===== config.mk =====
export PLATFORM = sky130hd
export DESIGN_NAME = sprite_blitter
export DESIGN_NICKNAME = d
export VERILOG_FILES = /design/src/rtl/sprite_pkg.sv /design/src/rtl/raster_counter.sv /design/src/rtl/sprite_blitter.sv
export SDC_FILE = /design/constraint.sdc
export NUM_CORES = 1
export LEC_CHECK = 0
export BUFFER_PORTS_ARGS = -buffer_cell sky130_fd_sc_hd__buf_2
export CORE_MARGIN = 3
export CORE_UTILIZATION = 45
export DETAILED_ROUTE_END_ITERATION = 7
export GPL_TIMING_DRIVEN = 0
export PLACE_DENSITY = 0.66
export SLEW_MARGIN = 20
export SYNTH_ARGS = -nofsm -noshare
export SYNTH_HDL_FRONTEND = slang
export SYNTH_SLANG_ARGS = --single-unit

===== constraint.sdc =====
create_clock -name clk -period 4.11 [get_ports clk]
set_input_delay 0.2055 -clock clk [delete_from_list [all_inputs] [get_ports clk]]
set_output_delay 0.2055 -clock clk [all_outputs]
set_load 0.005 [all_outputs]

===== src/rtl/sprite_pkg.sv =====
// sprite_pkg
//   Shared types and constants for the sprite blitter slice.
//   - state_t      : blitter sequencing states
//   - DEF_*        : default screen geometry and colour depth
//   - clip()       : true when a coordinate sum lies outside the visible area
package sprite_pkg;

  typedef enum logic [2:0] {
    IDLE,
    ERASE,
    DRAW,
    FLUSH,
    DONE
  } state_t;

  localparam int DEF_SCREEN_W = 320;
  localparam int DEF_SCREEN_H = 240;
  localparam int DEF_COLOR_W  = 3;

  // Sums arrive zero-extended, so a carry out of the coordinate width
  // simply shows up as a large value and is clipped like any other.
  function automatic logic clip(input logic [31:0] sum, input logic [31:0] limit);
    return sum >= limit;
  endfunction

endpackage


===== src/rtl/raster_counter.sv =====
// raster_counter
//   Walks a W x H rectangle in raster order: col is the inner index, row
//   the outer one, addr = row*W + col kept as its own incrementing counter.
//   Ports:
//     clk, resetn : clock, asynchronous active-low reset
//     clear       : force back to pixel 0
//     step        : advance one pixel (wraps to 0 after the last pixel)
//     col, row    : current pixel position inside the rectangle
//     addr        : linear texel address of the current pixel
//     last        : current pixel is the final one of the rectangle
module raster_counter #(
  parameter int W      = 10,
  parameter int H      = 10,
  parameter int COL_W  = (W > 1) ? $clog2(W) : 1,
  parameter int ROW_W  = (H > 1) ? $clog2(H) : 1,
  parameter int ADDR_W = (W * H > 1) ? $clog2(W * H) : 1
) (
  input  logic              clk,
  input  logic              resetn,
  input  logic              clear,
  input  logic              step,
  output logic [COL_W-1:0]  col,
  output logic [ROW_W-1:0]  row,
  output logic [ADDR_W-1:0] addr,
  output logic              last
);

  logic col_end;

  assign col_end = (col == COL_W'(W - 1));
  assign last    = col_end && (row == ROW_W'(H - 1));

  always_ff @(posedge clk or negedge resetn) begin
    if (!resetn) begin
      col  <= '0;
      row  <= '0;
      addr <= '0;
    end else if (clear || (step && last)) begin
      col  <= '0;
      row  <= '0;
      addr <= '0;
    end else if (step) begin
      addr <= addr + 1'b1;
      if (col_end) begin
        col <= '0;
        row <= row + 1'b1;
      end else begin
        col <= col + 1'b1;
      end
    end
  end

endmodule


===== src/rtl/sprite_blitter.sv =====
// sprite_blitter
//   On an accepted start, erases the previous sprite footprint to BG_COLOR
//   (skipped on the first draw after reset), then draws an SPR_W x SPR_H
//   sprite from a synchronous ROM at the new position. Off-screen pixels
//   and transparent texels are not plotted but still take their cycle.
//   Ports:
//     clk, resetn          : clock, asynchronous active-low reset
//     start, new_x, new_y  : draw request and new top-left position
//     busy, done           : operation in progress / one-cycle completion
//     rom_addr, rom_data   : texel ROM interface (data one cycle after addr)
//     vga_x/y/colour/plot  : pixel write interface to the VGA adapter
module sprite_blitter
  import sprite_pkg::*;
#(
  parameter int SPR_W        = 10,
  parameter int SPR_H        = 10,
  parameter int COORD_W      = 11,
  parameter int SCREEN_W     = DEF_SCREEN_W,
  parameter int SCREEN_H     = DEF_SCREEN_H,
  parameter int COLOR_W      = DEF_COLOR_W,
  parameter int BG_COLOR     = 0,
  parameter int TRANSP_EN    = 1,
  parameter int TRANSP_COLOR = 7,
  parameter int ADDR_W       = $clog2(SPR_W * SPR_H)
) (
  input  logic               clk,
  input  logic               resetn,
  input  logic               start,
  input  logic [COORD_W-1:0] new_x,
  input  logic [COORD_W-1:0] new_y,
  output logic               busy,
  output logic               done,
  output logic [ADDR_W-1:0]  rom_addr,
  input  logic [COLOR_W-1:0] rom_data,
  output logic [COORD_W-1:0] vga_x,
  output logic [COORD_W-1:0] vga_y,
  output logic [COLOR_W-1:0] vga_colour,
  output logic               vga_plot
);

  localparam int COL_W = (SPR_W > 1) ? $clog2(SPR_W) : 1;
  localparam int ROW_W = (SPR_H > 1) ? $clog2(SPR_H) : 1;

  state_t               state;
  logic                 flush_cnt;
  logic                 first_draw;
  logic [COORD_W-1:0]   lat_x, lat_y, old_x, old_y;
  logic [COORD_W-1:0]   base_x, base_y;
  logic [COORD_W:0]     x_sum, y_sum;
  logic                 pix_clip, transparent;
  logic [COL_W-1:0]     col;
  logic [ROW_W-1:0]     row;
  logic [ADDR_W-1:0]    cnt_addr;
  logic                 last, clear, step;
  logic [COORD_W-1:0]   d1_x, d1_y;
  logic                 d1_plot;

  raster_counter #(
    .W(SPR_W), .H(SPR_H), .COL_W(COL_W), .ROW_W(ROW_W), .ADDR_W(ADDR_W)
  ) u_raster (
    .clk(clk), .resetn(resetn), .clear(clear), .step(step),
    .col(col), .row(row), .addr(cnt_addr), .last(last)
  );

  assign clear    = (state == IDLE);
  assign step     = (state == ERASE) || (state == DRAW);
  assign rom_addr = cnt_addr;

  // Erase walks the old footprint, draw walks the latched new one.
  assign base_x = (state == ERASE) ? old_x : lat_x;
  assign base_y = (state == ERASE) ? old_y : lat_y;
  assign x_sum  = (COORD_W+1)'(base_x) + (COORD_W+1)'(col);
  assign y_sum  = (COORD_W+1)'(base_y) + (COORD_W+1)'(row);

  assign pix_clip    = clip(32'(x_sum), 32'(SCREEN_W)) | clip(32'(y_sum), 32'(SCREEN_H));
  assign transparent = (TRANSP_EN != 0) && (rom_data == COLOR_W'(TRANSP_COLOR));

  always_ff @(posedge clk or negedge resetn) begin
    if (!resetn) begin
      state      <= IDLE;
      busy       <= 1'b0;
      done       <= 1'b0;
      flush_cnt  <= 1'b0;
      first_draw <= 1'b1;
      lat_x      <= '0;
      lat_y      <= '0;
      old_x      <= '0;
      old_y      <= '0;
    end else begin
      case (state)
        IDLE: begin
          if (start) begin
            lat_x <= new_x;
            lat_y <= new_y;
            busy  <= 1'b1;
            state <= first_draw ? DRAW : ERASE;
          end
        end
        ERASE: begin
          if (last) state <= DRAW;
        end
        DRAW: begin
          if (last) begin
            flush_cnt <= 1'b0;
            state     <= FLUSH;
          end
        end
        // Two cycles let the ROM read and output register drain.
        FLUSH: begin
          flush_cnt <= 1'b1;
          if (flush_cnt) begin
            done  <= 1'b1;
            state <= DONE;
          end
        end
        DONE: begin
          done       <= 1'b0;
          busy       <= 1'b0;
          old_x      <= lat_x;
          old_y      <= lat_y;
          first_draw <= 1'b0;
          state      <= IDLE;
        end
        default: state <= IDLE;
      endcase
    end
  end

  // Erase pixels go straight to the output register; draw pixels wait one
  // stage in d1 so their coordinates line up with the ROM data.
  always_ff @(posedge clk or negedge resetn) begin
    if (!resetn) begin
      d1_x       <= '0;
      d1_y       <= '0;
      d1_plot    <= 1'b0;
      vga_x      <= '0;
      vga_y      <= '0;
      vga_colour <= '0;
      vga_plot   <= 1'b0;
    end else begin
      d1_x     <= x_sum[COORD_W-1:0];
      d1_y     <= y_sum[COORD_W-1:0];
      d1_plot  <= (state == DRAW) && !pix_clip;
      vga_plot <= 1'b0;
      if (state == ERASE) begin
        vga_x      <= x_sum[COORD_W-1:0];
        vga_y      <= y_sum[COORD_W-1:0];
        vga_colour <= COLOR_W'(BG_COLOR);
        vga_plot   <= !pix_clip;
      end else if (d1_plot) begin
        vga_x      <= d1_x;
        vga_y      <= d1_y;
        vga_colour <= rom_data;
        vga_plot   <= !transparent;
      end
    end
  end

endmodule


==> results_dict.tcl <==
set metrics [dict create \
    nNetsFinal 642 \
    die_h_um 117 \
    fin_crit_sh 0.952 \
    die_w_um 117 \
    cts_htree_levels 4 \
    clk_latency_ps 410 \
    fin_cells 779 \
    drc 0 \
    worstHoldStart "new_y[9]" \
    startpoint_type "flop" \
    layout-drive-gt1-share 0.252 \
    period_minus_slack_ps 3910 \
    worst_clock_skew_ps 6.86 \
    firstDrtPassIters 5 \
    max_freq_mhz 256 \
    synthArstFlopShare 1.00 \
    clock_path_buffers 2 \
    ctsRootBufferMaster "clkbuf_16" \
    drt_iter0_markers 337 \
    yosysWarnings 0 \
    p_leak_nw 3.00 \
    synth-edff-count 0 \
    tightest_slew_ps 1050 \
    hold_viol 0 \
    area_growth_pct 21.3 \
    fill_cells 1047 \
    yosysTopAreaCellShare 0.512 \
    cp_common_cell "nand2_1" \
    drv_slew 0 \
    antenna_cells 0 \
    placed_cells 745 \
    gr-total-overflow 0 \
    synth-main-ff-cell "dfrtp_1" \
    antenna_left 0 \
    place.detailed.hpwl_mm 8.98 \
    vias 4124 \
    timing.rr.end "d1_plot" \
    antenna_found_initial 0 \
    synth_cells 514 \
    tritoncts "done" \
    ys_seq_area_frac 0.517 \
    cp.required_ps 4430 \
    boundaryPins 63 \
    grt_pass1_vias 3902 \
    yosys.cell_types.count 52 \
    yosysTopAreaCell "dfrtp_1" \
    yosysMostFrequentCell "dfrtp_1" \
    min_to "lat_y[9]" \
    die_area_sq_um 13800 \
    worstSetupPathType "flop to flop" \
    rsz0062_at_grt "false" \
    synth.area.top_cells "dfrtp_1 (51%), mux2_2 (9.1%), mux2i_1 (5.6%)" \
    cp_max_fo 17 \
    r2r_slack_ps 200 \
    arrival_ps 4240 \
    max_stage_delay_ps 570 \
    setup_tns_ps 0 \
    synth_common_cells "dfrtp_1 (114), nand2_1 (61), mux2_2 (45), o21ai_0 (34), mux2i_1 (31)" \
    gp_congestion 0.878 \
    drt-wirelength-per-cell_um 15.9 \
    crit_family "simple AND/OR/NAND/NOR gates" \
    r2r_start "state[0]" \
    power.density_nw_per_um2 833 \
    initial_core_util 0.462 \
    viasPerCell 5.29 \
    hold_class "input pin to flop" \
    groute.usage.overall 0.193 \
    core_sq_um 12100 \
    avgSynthCellArea_sq_um 10.8 \
    max-slew-margin-rel 0.300 \
    outcome "complete, no violations" \
    slowest_stage "or4_4" \
    grt_pass1_wl_mm 20.1 \
    ir_worst_vdd_uv 398 \
    cp.buffers_inverters 3 \
    holdPathStages 2 \
    yosys_register_bits 115 \
    cts_buffers 17 \
    worstSetupEndpointType "flop" \
    cts.sink_count 115 \
    path_cells "buf_4 > or3b_1 > buf_6 > buf_2 > nand2_1 > nand2_1 > ha_1 > fa_1 > a21o_1 > a21oi_4 > nor2b_1 > mux2i_1 > or3_1 > or4_4 > nor3_2" \
    drv_cap 0 \
    finalSetupViolations 0 \
    io_buffers 62 \
    clk_pin_slew_worst_paths_ps 50 \
    netlist_area_sq_um 5570 \
    r2r_cells 15 \
    rows 40 \
    syn_nets 557 \
    drt_wl_total_mm 12.4 \
    grt_start_max_net_pins 68 \
]
-- through the flow --
stage	power, mW	setup slack (ps)	util	hold WS [ps]	area [sq um]
2_1_floorplan	3.49	209	-	-90.1	5570
3_5_place_dp	4.21	-746	0.508	247	6130
6_report	5.63	198	0.560	23.9	6760
4_1_cts	5.63	29.1	0.557	10.6	6720
3_3_place_gp	4.10	-722	0.505	438	6090
5_1_grt	6.04	12.1	0.560	15.0	6760
-- routing by layer --
metal / GRT usage / up-vias / part of all wire
met5: 0 / - / 0
met4: 0.0765 / 0 / 0.020
met1: 0.278 / 2020 / 0.48
met2: 0.275 / 108 / 0.45
met3: 0.0530 / 20 / 0.053
li1: - / 1976 / -
-- worst register-to-register path, stage by stage, from the launching register on --
cell     delay, ps
dfrtp_1        320
buf_4          150
or3b_1         380
buf_6          180
buf_2          220
nand2_1         90
nand2_1         80
ha_1           230
fa_1           430
a21o_1         210
a21oi_4        190
nor2b_1        140
mux2i_1         70
or3_1          350
or4_4          570
nor3_2         200
-- cells by family after synthesis --
| kind of cell | count (synthesis) | share of synthesized area |
|---|---|---|
| compound gates | 100 | 0.108 |
| xor+xnor | 26 | 0.0409 |
| fa+ha+maj | 15 | 0.0364 |
| buf+inv | 39 | 0.0283 |
| flops | 115 | 0.517 |
| mux | 77 | 0.149 |
| simple gates | 142 | 0.121 |
-- cell usage in the layout, fill, tap and decap left out, types with 3 or more instances in the layout --
cell and count:
a211oi_1 6, a21o_1 7, a21oi_1 22, and2_1 3, and3_1 6, buf_1 3, buf_2 62, buf_4 5
clkbuf_1 20, clkbuf_16 17, clkinv_2 4, clkinvlp_4 4, dfrtp_1 114, ha_1 13, inv_1 12, mux2_2 45
mux2i_1 31, nand2_1 61, nand2b_1 3, nand3_1 12, nand4_1 3, nor2_1 26, nor2b_1 6, nor3_1 8
o211ai_1 3, o21ai_0 34, o21ai_1 7, or3_1 3, xnor2_1 12, xor2_1 14
-- state kept, by name, indices dropped and copies added (netlist names), 3 cells and up --
name	flops
d1_x	11
d1_y	11
lat_x	11
lat_y	11
old_x	11
old_y	11
state	3
u_raster.addr	7
u_raster.col	4
u_raster.row	4
vga_colour	3
vga_x	11
vga_y	11
-- how the worst max path moves through the flow --
stage	start	end	slack (ps)	cells after the start
3_5_place_dp	state[0]	d1_plot	-750	16
4_1_cts	state[0]	d1_plot	30	15
5_1_grt	state[0]	d1_plot	10	15
2_1_floorplan	state[0]	d1_plot	210	17
3_3_place_gp	state[0]	d1_plot	-720	16
6_report	state[0]	d1_plot	200	15
-- timing repair --
action | 4_1_cts | 5_1_grt
buffers inserted | 0 | 3
pin swaps | 0 | 1
hold buffers | 1 | 0
gates resized for setup | 8 | 9
endpoints found under the hold margin | 65 | 0
setup endpoints to repair | 7 | 2
-- power by group --
part,switching [mW],internal (mW),total (mW)
Combinational,1.24,0.977,2.21
Clock,0.492,0.897,1.39
Sequential,0.373,1.65,2.02
-- area by class of cell --
class	count	area, sq um	share of cell area
well taps	168	210	0.0311
multi-input cells	360	2570	0.380
plain buffers	26	119	0.0176
clock inverters	10	110	0.0163
clock buffers	21	450	0.0666
flip-flops and latches	115	2880	0.426
repair buffers	67	377	0.0557
inverters	12	45.0	0.00666
Note: power is estimated with default switching activity, not from simulation.
